$ cat src/rtl/vga_sync_receiver.sv
// VGA timing receiver: checks line/frame periods against nominal timing, tracks lock
// and reports recovered x/y coordinates alongside the captured pixel.
module vga_sync_receiver #(
  parameter int H_ACTIVE        = 640,
  parameter int H_SYNC          = 96,
  parameter int H_BP            = 48,
  parameter int H_TOTAL         = 800,
  parameter int V_ACTIVE        = 480,
  parameter int V_SYNC          = 2,
  parameter int V_BP            = 33,
  parameter int V_TOTAL         = 525,
  parameter int SYNC_ACTIVE_LOW = 1,
  parameter int LOCK_FRAMES     = 2
) (
  input  logic       clk,
  input  logic       rst,
  input  logic       en,
  input  logic       hs,
  input  logic       vs,
  input  logic [1:0] red_in,
  input  logic [1:0] green_in,
  input  logic [1:0] blue_in,
  output logic [9:0] x,
  output logic [9:0] y,
  output logic       pixel_valid,
  output logic [1:0] red_out,
  output logic [1:0] green_out,
  output logic [1:0] blue_out,
  output logic       frame_start,
  output logic       locked,
  output logic [7:0] err_count
);

  localparam logic       SYNC_IDLE = (SYNC_ACTIVE_LOW != 0);
  localparam logic [9:0] H_START   = 10'(H_SYNC + H_BP);
  localparam logic [9:0] H_END     = 10'(H_SYNC + H_BP + H_ACTIVE);
  localparam logic [9:0] V_START   = 10'(V_SYNC + V_BP);
  localparam logic [9:0] V_END     = 10'(V_SYNC + V_BP + V_ACTIVE);
  localparam logic [9:0] H_LAST    = 10'(H_TOTAL - 1);
  localparam logic [9:0] V_LAST    = 10'(V_TOTAL - 1);
  localparam logic [9:0] CNT_MAX   = 10'd1023;
  localparam logic [7:0] LOCK_N    = 8'(LOCK_FRAMES);

  typedef enum logic [1:0] {SEARCH, ACQUIRE, LOCKED} state_t;

  logic       hs_reg, hs_d_reg, vs_reg, vs_d_reg;
  logic [5:0] rgb_reg;
  logic [9:0] h_cnt_reg, v_cnt_reg;
  logic       vs_pending_reg;
  state_t     state_reg;
  logic [7:0] good_frames_reg;
  logic [9:0] x_reg, y_reg;
  logic [5:0] rgb_out_reg;
  logic       pv_reg, fs_reg, locked_reg;
  logic [7:0] err_reg;

  logic       hs_edge, vs_edge, frame_evt, frame_good;
  logic       line_bad, timeout, lock_lost, vis;
  logic [9:0] h_cur, v_cur, h_inc, v_inc;

  // XOR with the idle level turns either sync polarity into active-high.
  assign hs_edge    = (hs_reg ^ SYNC_IDLE) & ~(hs_d_reg ^ SYNC_IDLE);
  assign vs_edge    = (vs_reg ^ SYNC_IDLE) & ~(vs_d_reg ^ SYNC_IDLE);
  assign h_inc      = (h_cnt_reg == CNT_MAX) ? CNT_MAX : h_cnt_reg + 10'd1;
  assign v_inc      = (v_cnt_reg == CNT_MAX) ? CNT_MAX : v_cnt_reg + 10'd1;
  assign h_cur      = hs_edge ? 10'd0 : h_inc;
  assign frame_evt  = hs_edge & (vs_pending_reg | vs_edge);
  assign v_cur      = frame_evt ? 10'd0 : (hs_edge ? v_inc : v_cnt_reg);
  assign frame_good = (v_cnt_reg == V_LAST);
  assign line_bad   = hs_edge & (h_cnt_reg != H_LAST);
  // Fires once, on the cycle the line counter first reaches saturation.
  assign timeout    = ~hs_edge & (h_cnt_reg == CNT_MAX - 10'd1);
  assign lock_lost  = line_bad | timeout | (frame_evt & ~frame_good);
  assign vis        = (h_cur >= H_START) && (h_cur < H_END) &&
                      (v_cur >= V_START) && (v_cur < V_END);

  always_ff @(posedge clk) begin
    if (rst) begin
      hs_reg          <= SYNC_IDLE;
      hs_d_reg        <= SYNC_IDLE;
      vs_reg          <= SYNC_IDLE;
      vs_d_reg        <= SYNC_IDLE;
      rgb_reg         <= '0;
      h_cnt_reg       <= '0;
      v_cnt_reg       <= '0;
      vs_pending_reg  <= 1'b0;
      state_reg       <= SEARCH;
      good_frames_reg <= '0;
      x_reg           <= '0;
      y_reg           <= '0;
      rgb_out_reg     <= '0;
      pv_reg          <= 1'b0;
      fs_reg          <= 1'b0;
      locked_reg      <= 1'b0;
      err_reg         <= '0;
    end else if (en) begin
      hs_reg         <= hs;
      hs_d_reg       <= hs_reg;
      vs_reg         <= vs;
      vs_d_reg       <= vs_reg;
      rgb_reg        <= {red_in, green_in, blue_in};
      h_cnt_reg      <= h_cur;
      v_cnt_reg      <= v_cur;
      vs_pending_reg <= frame_evt ? 1'b0 : (vs_pending_reg | vs_edge);

      x_reg       <= vis ? h_cur - H_START : 10'd0;
      y_reg       <= vis ? v_cur - V_START : 10'd0;
      rgb_out_reg <= vis ? rgb_reg : 6'd0;
      pv_reg      <= vis && (state_reg == LOCKED) && !lock_lost;
      fs_reg      <= 1'b0;

      case (state_reg)
        SEARCH: begin
          if (frame_evt) begin
            state_reg       <= ACQUIRE;
            good_frames_reg <= '0;
          end
        end
        ACQUIRE: begin
          if (lock_lost) begin
            state_reg <= SEARCH;
          end else if (frame_evt) begin
            if (good_frames_reg + 8'd1 >= LOCK_N) begin
              state_reg  <= LOCKED;
              locked_reg <= 1'b1;
              fs_reg     <= 1'b1;
            end else begin
              good_frames_reg <= good_frames_reg + 8'd1;
            end
          end
        end
        LOCKED: begin
          if (lock_lost) begin
            state_reg  <= SEARCH;
            locked_reg <= 1'b0;
            if (err_reg != 8'hFF) err_reg <= err_reg + 8'd1;
          end else if (frame_evt) begin
            fs_reg <= 1'b1;
          end
        end
        default: begin
          state_reg  <= SEARCH;
          locked_reg <= 1'b0;
        end
      endcase
    end
  end

  assign x           = x_reg;
  assign y           = y_reg;
  assign red_out     = rgb_out_reg[5:4];
  assign green_out   = rgb_out_reg[3:2];
  assign blue_out    = rgb_out_reg[1:0];
  assign pixel_valid = pv_reg & en;
  assign frame_start = fs_reg & en;
  assign locked      = locked_reg;
  assign err_count   = err_reg;

endmodule

$ cat config.mk
export PLATFORM = sky130hd
export DESIGN_NAME = vga_sync_receiver
export DESIGN_NICKNAME = d
export VERILOG_FILES = /design/src/rtl/vga_sync_receiver.sv
export SDC_FILE = /design/constraint.sdc
export NUM_CORES = 1
export LEC_CHECK = 0
export ABC_CLOCK_PERIOD_IN_PS = 3400
export CORE_MARGIN = 3
export CORE_UTILIZATION = 30
export DETAILED_ROUTE_END_ITERATION = 16
export HOLD_SLACK_MARGIN = 0.15
export SYNTH_ARGS = -nofsm -noshare
export SYNTH_HDL_FRONTEND = slang
export SYNTH_SLANG_ARGS = --single-unit
$ cat constraint.sdc
create_clock -name clk -period 3.4 [get_ports clk]
set_clock_uncertainty 0.1 [all_clocks]
set_input_delay 0.85 -clock clk [delete_from_list [all_inputs] [get_ports clk]]
set_output_delay 0.85 -clock clk [all_outputs]
set_load 0.1 [all_outputs]
==> flow_metrics.py, run 1 <==
metrics = {
    "run_status": {
        "outcome": "completed",
    },
    "cts": {
        "htree_num_levels": 3,
        "ctsLongestPathBuffers": 2,
        "tritoncts": "built",
        "cts_buffers": 9,
        "postCtsSetupRepairBufs": 0,
        "clockRootBuffer": "sky130_fd_sc_hd__clkbuf_16",
        "cts.reportedPaths.clkPinSlew_ns": 0.06,
        "clock_insertion_delay_worst_skew_ns": 0.35,
        "clkSinkCount": 78,
    },
    "critical_path": {
        "crit_type": "reg2reg",
        "worst_setup_path_start_kind": "register",
        "cp-end-kind": "register",
        "r2r_setup_slack_ns": 0.28,
        "reg2reg_to": "y[6]",
        "worstReg2RegStart": "v_cnt_reg[3]",
        "worst_r2r_path_depth": 8,
        "critical_path.max_fanout": 17,
        "arrival_ns": 3.23,
        "cp_data_required_time_ns": 3.52,
    },
    "pwr": {
        "p_int_mw": 1.54,
        "power_density_mw_per_mm2": 389,
        "swShare": 0.240,
        "p_sw_mw": 0.488,
        "comb_power_share": 0.058,
        "p_seq_frac": 0.461,
        "power.clock.fraction": 0.481,
        "leakage_nw": 2.02,
        "power.ir.vdd_worst_mv": 0.237,
        "report.power.total_mw": 2.03,
    },
    "cells_and_area": {
        "final_cell_mix": "sky130_fd_sc_hd__dfxtp_1, sky130_fd_sc_hd__nand2_1, sky130_fd_sc_hd__buf_4",
        "finalNetCount": 570,
        "final_common_cell": "sky130_fd_sc_hd__dfxtp_1",
        "antennaDiodeCount": 0,
        "synthToLayoutAreaGrowth_pct": 19.5,
        "final_layout_size_suffix_gt1_frac": 0.191,
    },
    "synth": {
        "synthTopCellsByArea": "sky130_fd_sc_hd__dfxtp_1, sky130_fd_sc_hd__mux2i_1, sky130_fd_sc_hd__nand2_1",
        "synth_fp_nets": 530,
        "synth_seq_area_share": 0.357,
        "postSynth.asyncResetShare": 0,
        "netlist.top_cell.by_area": "sky130_fd_sc_hd__dfxtp_1",
        "synth_warnings": 0,
        "yosys_register_bits": 78,
        "synth_top_cell_area_share": 0.357,
        "synth-edff-count": 0,
        "syn-cell-area_sq_mm": 0.00438,
        "avgSynthCellArea_sq_um": 8.65,
        "post_syn_instances": 506,
        "synth_top_flop_cell": "sky130_fd_sc_hd__dfxtp_1",
        "unique_masters_post_synth": 73,
    },
    "placed_design": {
        "dp_worst_setup_slack_ns": 0.149,
        "dpl.hpwl_microns": 7850,
        "gpl.final_weighted_congestion": 0.903,
        "port_buffers": 47,
    },
    "min_path": {
        "timing.hold.worst_path_depth": 2,
        "hold_path_startpoint": "x[4]",
        "hold_path_end": "x[4]",
        "hold_path_class": "reg2reg",
    },
    "floorplan": {
        "start_util": 0.310,
        "vert_die_dim_microns": 127,
        "row_count": 43,
        "core_region_area_sq_mm": 0.0141,
        "io_pins": 48,
        "die_w_microns": 127,
        "fp.dieArea_sq_mm": 0.0161,
    },
    "detailed_routing": {
        "route.detailed.drc": 0,
        "totalWireLength_microns": 10900,
        "drt-initial-drc-count": 253,
        "via_per_inst": 5.21,
        "via_count_of_the_routed_design": 3807,
        "postRouteAntennaNets": 0,
        "post_drt_wl_per_cell_microns": 14.9,
        "drtPass1Iterations": 5,
    },
    "global_routing": {
        "grt.total_usage": 0.139,
        "grt_antenna_before_repair": 0,
        "global_route.overflow_total": 0,
        "maximum_number_of_pins_on_one_net_before_global_route_repair": 46,
        "first_global_vias": 3662,
        "global_route_wire_length_before_repair_microns": 18100,
    },
    "timing": {
        "timing.max_slew.rel_slack": 0.577,
        "min_period_over_period": 0.916,
        "post-route-min-period_ns": 3.12,
        "achievable-frequency_mhz": 321,
        "tns_ns": 0,
        "rsz0062_at_grt": "no",
        "finalHoldViolCount": 0,
        "finalSetupViolations": 0,
        "drv_slew": 0,
        "layout_setup_ws_ns": 0.284,
        "actual_slew_at_the_worst_max_slew_pin_ns": 0.634,
    },
    "flow_run": {
        "timing.max_cap.violations": 0,
    },
}
==> timing repair <==
item                                    4_1_cts  5_1_grt
resized for setup                             0        5
hold buffers                                  0        0
endpoints found under the setup margin        0       27
==> metrics by stage <==
step,cells,hold WS (ns),utilization,instance area [sq um]
3_5_place_dp,715,0.352,0.349,4910
5_1_grt,731,0.385,0.371,5230
2_1_floorplan,506,0.327,-,4380
6_report,731,0.357,0.371,5230
4_1_cts,731,0.366,0.370,5210
3_3_place_gp,715,0.350,0.349,4910
==> critical path: stages (launching register included) <==
cell and delay (ns):
sky130_fd_sc_hd__dfxtp_1 0.47, sky130_fd_sc_hd__and4_1 0.52, sky130_fd_sc_hd__a41oi_1 0.20, sky130_fd_sc_hd__a211oi_1 0.36, sky130_fd_sc_hd__ha_1 0.33, sky130_fd_sc_hd__nor2_1 0.08, sky130_fd_sc_hd__and4b_1 0.32, sky130_fd_sc_hd__nor2_4 0.46
sky130_fd_sc_hd__o31ai_1 0.15
==> synthesized netlist by cell type (8+ instances only) <==
cell	instances
sky130_fd_sc_hd__nand3_1	9
sky130_fd_sc_hd__nand2_1	60
sky130_fd_sc_hd__nor2_1	48
sky130_fd_sc_hd__nand4_1	10
sky130_fd_sc_hd__o21ai_0	26
sky130_fd_sc_hd__clkbuf_1	18
sky130_fd_sc_hd__ha_1	13
sky130_fd_sc_hd__a211oi_1	8
sky130_fd_sc_hd__a21oi_1	14
sky130_fd_sc_hd__inv_1	12
sky130_fd_sc_hd__nor2b_1	8
sky130_fd_sc_hd__and2_1	15
sky130_fd_sc_hd__o31ai_1	13
sky130_fd_sc_hd__dfxtp_1	78
sky130_fd_sc_hd__xnor2_1	13
sky130_fd_sc_hd__xor2_1	10
sky130_fd_sc_hd__nor3_1	10
sky130_fd_sc_hd__mux2i_1	24
==> cell type report <==
cell class	count	area, sq um
Multi-Input combinational cell	383	2620
Tap cell	180	225
Sequential cell	78	1560
Clock inverter	7	72.6
Timing Repair Buffer	62	480
Fill cell	1435	8870
Inverter	12	45.0
Clock buffer	9	225
==> layer usage <==
layer,GRT usage,share of wire,vias up
li1,-,-,1909
met4,0.0404,0.014,0
met5,0,0,-
met3,0.0421,0.056,10
met2,0.209,0.43,106
met1,0.192,0.50,1782
==> cells by family after synthesis <==
| logic type | synth area share |
|---|---|
| XOR/XNOR | 0.0460 |
| flip-flops | 0.357 |
| AO/OA/AOI/OAI | 0.212 |
| multiplexers | 0.0575 |
| buffers and inverters | 0.0495 |
| AND/OR/NAND/NOR | 0.241 |
| adder cells (fa/ha/maj) | 0.0372 |
==> how the worst max path moves through the flow <==
stage                  from           to  slack [ns]  cells past startpoint
2_1_floorplan            en  frame_start        0.24                      4
3_3_place_gp   h_cnt_reg[0]         y[5]        0.30                     14
3_5_place_dp   h_cnt_reg[0]         y[6]        0.15                     14
4_1_cts        h_cnt_reg[0]         y[6]        0.12                     14
5_1_grt        h_cnt_reg[0]         y[6]        0.03                     14
6_report       v_cnt_reg[3]         y[6]        0.28                      8
==> power groups by stage <==
stage	clock network [mW]	logic, mW	registers (mW)
detailed placement	0	0.118	0.957
floorplan	0	0.0810	0.953
CTS	1.00	0.119	0.937
global placement	0	0.117	0.956
finish	0.977	0.118	0.938
global route	1.04	0.129	0.939
Power figures use the tool's default switching activity.
==> run 2: changes to the inputs <==
ABC_CLOCK_PERIOD_IN_PS = 3100   (was 3400)
clock period = 3.1 ns   (was 3.4 ns; I/O delays follow)
==> run 2 against run 1 <==
Against the previous run: sequential cell count unchanged; fmax rose by 9.5%; largest power group unchanged; die area unchanged; combinational power up 18%; sequential share of layout area shrank 1.1 points; non-clock buffer count increased by 11; first-iteration DRC count shrank 15%; routed wire length grew 5.1%; setup slack got worse by 0.030 ns; count of clock-buffer cells in the layout is 1 higher; critical path type unchanged.
==> flow_metrics.py, run 2 (same netlist as run 1, synthesis figures left out) <==
metrics = {
    "run_status": {
        "outcome": "completed",
    },
    "timing": {
        "actual_slew_at_the_worst_max_slew_pin_ns": 1.10,
        "timing.max_slew.rel_slack": 0.269,
        "rsz0062_at_grt": "no",
        "min_period_over_period": 0.918,
        "tns_ns": 0,
        "finalSetupViolations": 0,
        "drv_slew": 0,
        "finalHoldViolCount": 0,
        "achievable-frequency_mhz": 351,
        "post-route-min-period_ns": 2.85,
    },
    "cts": {
        "cts_buffers": 9,
        "clock_insertion_delay_worst_skew_ns": 0.34,
        "htree_num_levels": 3,
        "ctsLongestPathBuffers": 2,
        "tritoncts": "built",
        "clockRootBuffer": "sky130_fd_sc_hd__clkbuf_16",
        "clkSinkCount": 78,
        "cts.reportedPaths.clkPinSlew_ns": 0.06,
    },
    "detailed_routing": {
        "route.detailed.drc": 0,
        "drtPass1Iterations": 4,
        "post_drt_wl_per_cell_microns": 15.4,
        "via_per_inst": 5.15,
        "via_count_of_the_routed_design": 3820,
        "totalWireLength_microns": 11400,
        "postRouteAntennaNets": 0,
        "drt-initial-drc-count": 214,
    },
    "global_routing": {
        "global_route_wire_length_before_repair_microns": 19300,
        "first_global_vias": 3746,
        "global_route.overflow_total": 0,
        "maximum_number_of_pins_on_one_net_before_global_route_repair": 36,
        "grt.total_usage": 0.146,
        "grt_antenna_before_repair": 0,
    },
    "floorplan": {
        "core_region_area_sq_mm": 0.0141,
        "fp.dieArea_sq_mm": 0.0161,
        "die_w_microns": 127,
        "start_util": 0.310,
        "io_pins": 48,
        "vert_die_dim_microns": 127,
        "row_count": 43,
    },
    "cells_and_area": {
        "area_taken_by_multi_input_logic_gates_sq_mm": 0.00263,
        "stdcell_area_sq_mm": 0.00543,
        "antennaDiodeCount": 0,
        "final.fill_count": 1428,
        "synthToLayoutAreaGrowth_pct": 24.0,
        "utilization": 0.385,
        "finalNetCount": 581,
        "area.sequential_sq_mm": 0.00157,
        "final_layout_size_suffix_gt1_frac": 0.210,
        "final_common_cell": "sky130_fd_sc_hd__dfxtp_1",
        "final_cell_mix": "sky130_fd_sc_hd__dfxtp_1, sky130_fd_sc_hd__nand2_1, sky130_fd_sc_hd__buf_4",
    },
    "pwr": {
        "power_density_mw_per_mm2": 447,
        "power.clock.fraction": 0.520,
        "p_sw_mw": 0.540,
        "p_int_mw": 1.89,
        "power.ir.vdd_worst_mv": 0.247,
        "leakage_nw": 2.12,
        "p_seq_frac": 0.423,
        "comb_power_share": 0.057,
        "swShare": 0.222,
    },
    "critical_path": {
        "cp-end-kind": "register",
        "cp.depth": 13,
        "critPathTopFamily": "compound AO/OA/AOI/OAI gates",
        "timing.critical_path.slowest_stage_cell": "sky130_fd_sc_hd__dfxtp_1",
        "worst_r2r_path_depth": 13,
        "reg2reg_to": "rgb_out_reg[4]",
        "critical_path.max_fanout": 17,
        "cp_data_required_time_ns": 3.22,
        "path_cells": "ha_4 > nand3_1 > or3_1 > buf_4 > a21o_1 > ha_1 > nand4_1 > a211oi_2 > a211oi_1 > nor2_1 > o211ai_2 > buf_6 > o21ai_0",
        "worstReg2RegStart": "h_cnt_reg[0]",
        "worst_setup_path_start_kind": "register",
        "r2r_setup_slack_ns": 0.25,
        "arrival_ns": 2.97,
        "timing.critical_path.buf_inv": 2,
        "crit_type": "reg2reg",
        "critical-path-max-stage-delay_ns": 0.38,
    },
    "placed_design": {
        "placed_cell_area_sq_mm": 0.00501,
        "dpl.hpwl_microns": 8530,
        "port_buffers": 47,
        "gpl.final_weighted_congestion": 0.977,
    },
    "flow_run": {
        "timing.max_cap.violations": 0,
    },
    "min_path": {
        "timing.hold.worst_path_depth": 2,
        "hold_path_class": "reg2reg",
        "hold_path_startpoint": "x[8]",
        "hold_path_end": "x[8]",
    },
}
[run 2: per-stage QoR]
step / setup WS [ns] / std cells / power [mW] / hold WS, ns
floorplan: 0.0873 / 506 / 1.13 / 0.327
global placement: 0.225 / 725 / 1.18 / 0.346
detailed placement: 0.0396 / 725 / 1.19 / 0.349
CTS: 0.0228 / 741 / 2.46 / 0.367
global route: 0.000131 / 742 / 2.52 / 0.384
finish: 0.254 / 742 / 2.43 / 0.362
[run 2: final cells by class]
class / count / share of cell area
Multi-Input combinational cell: 383 / 0.485
Sequential cell: 78 / 0.289
Timing Repair Buffer: 73 / 0.111
Clock buffer: 10 / 0.0440
Tap cell: 180 / 0.0415
Clock inverter: 6 / 0.0214
Inverter: 12 / 0.00830
[run 2: repair_timing]
action,CTS,global route
hold buffers,0,0
gates resized for setup,0,9
endpoints found under the setup margin,0,27
setup buffers,0,1
[run 2: power by group through the flow]
stage                     sequential (mW)  combinational [mW]  clock, mW
final                                1.03               0.139       1.26
after global routing                 1.03               0.155       1.34
after global placement               1.05               0.138          0
after detailed placement             1.05               0.139          0
after CTS                            1.03               0.139       1.29
after floorplan                      1.04              0.0889          0
[run 2: worst register-to-register path: stages (launching register included)]
cell,delay (ns)
sky130_fd_sc_hd__dfxtp_1,0.38
sky130_fd_sc_hd__ha_4,0.18
sky130_fd_sc_hd__nand3_1,0.09
sky130_fd_sc_hd__or3_1,0.34
sky130_fd_sc_hd__buf_4,0.16
sky130_fd_sc_hd__a21o_1,0.21
sky130_fd_sc_hd__ha_1,0.21
sky130_fd_sc_hd__nand4_1,0.10
sky130_fd_sc_hd__a211oi_2,0.06
sky130_fd_sc_hd__a211oi_1,0.28
sky130_fd_sc_hd__nor2_1,0.11
sky130_fd_sc_hd__o211ai_2,0.21
sky130_fd_sc_hd__buf_6,0.20
sky130_fd_sc_hd__o21ai_0,0.11
[run 2: worst max-delay path by stage]
stage | start | end | slack, ns
after floorplan | en | frame_start | 0.09
after global placement | h_cnt_reg[0] | y[6] | 0.23
after detailed placement | h_cnt_reg[0] | y[3] | 0.04
after CTS | h_cnt_reg[0] | y[4] | 0.02
after global routing | h_cnt_reg[0] | y[3] | 0.0001
final | h_cnt_reg[0] | rgb_out_reg[4] | 0.25
[run 2: layer usage]
| layer | global-route usage | vias up | wire [microns] |
|---|---|---|---|
| met4 | 0.0461 | 0 | 139 |
| met1 | 0.206 | 1813 | 5760 |
| li1 | - | 1922 | - |
| met2 | 0.218 | 73 | 5020 |
| met5 | 0 | - | 0 |
| met3 | 0.0375 | 12 | 514 |
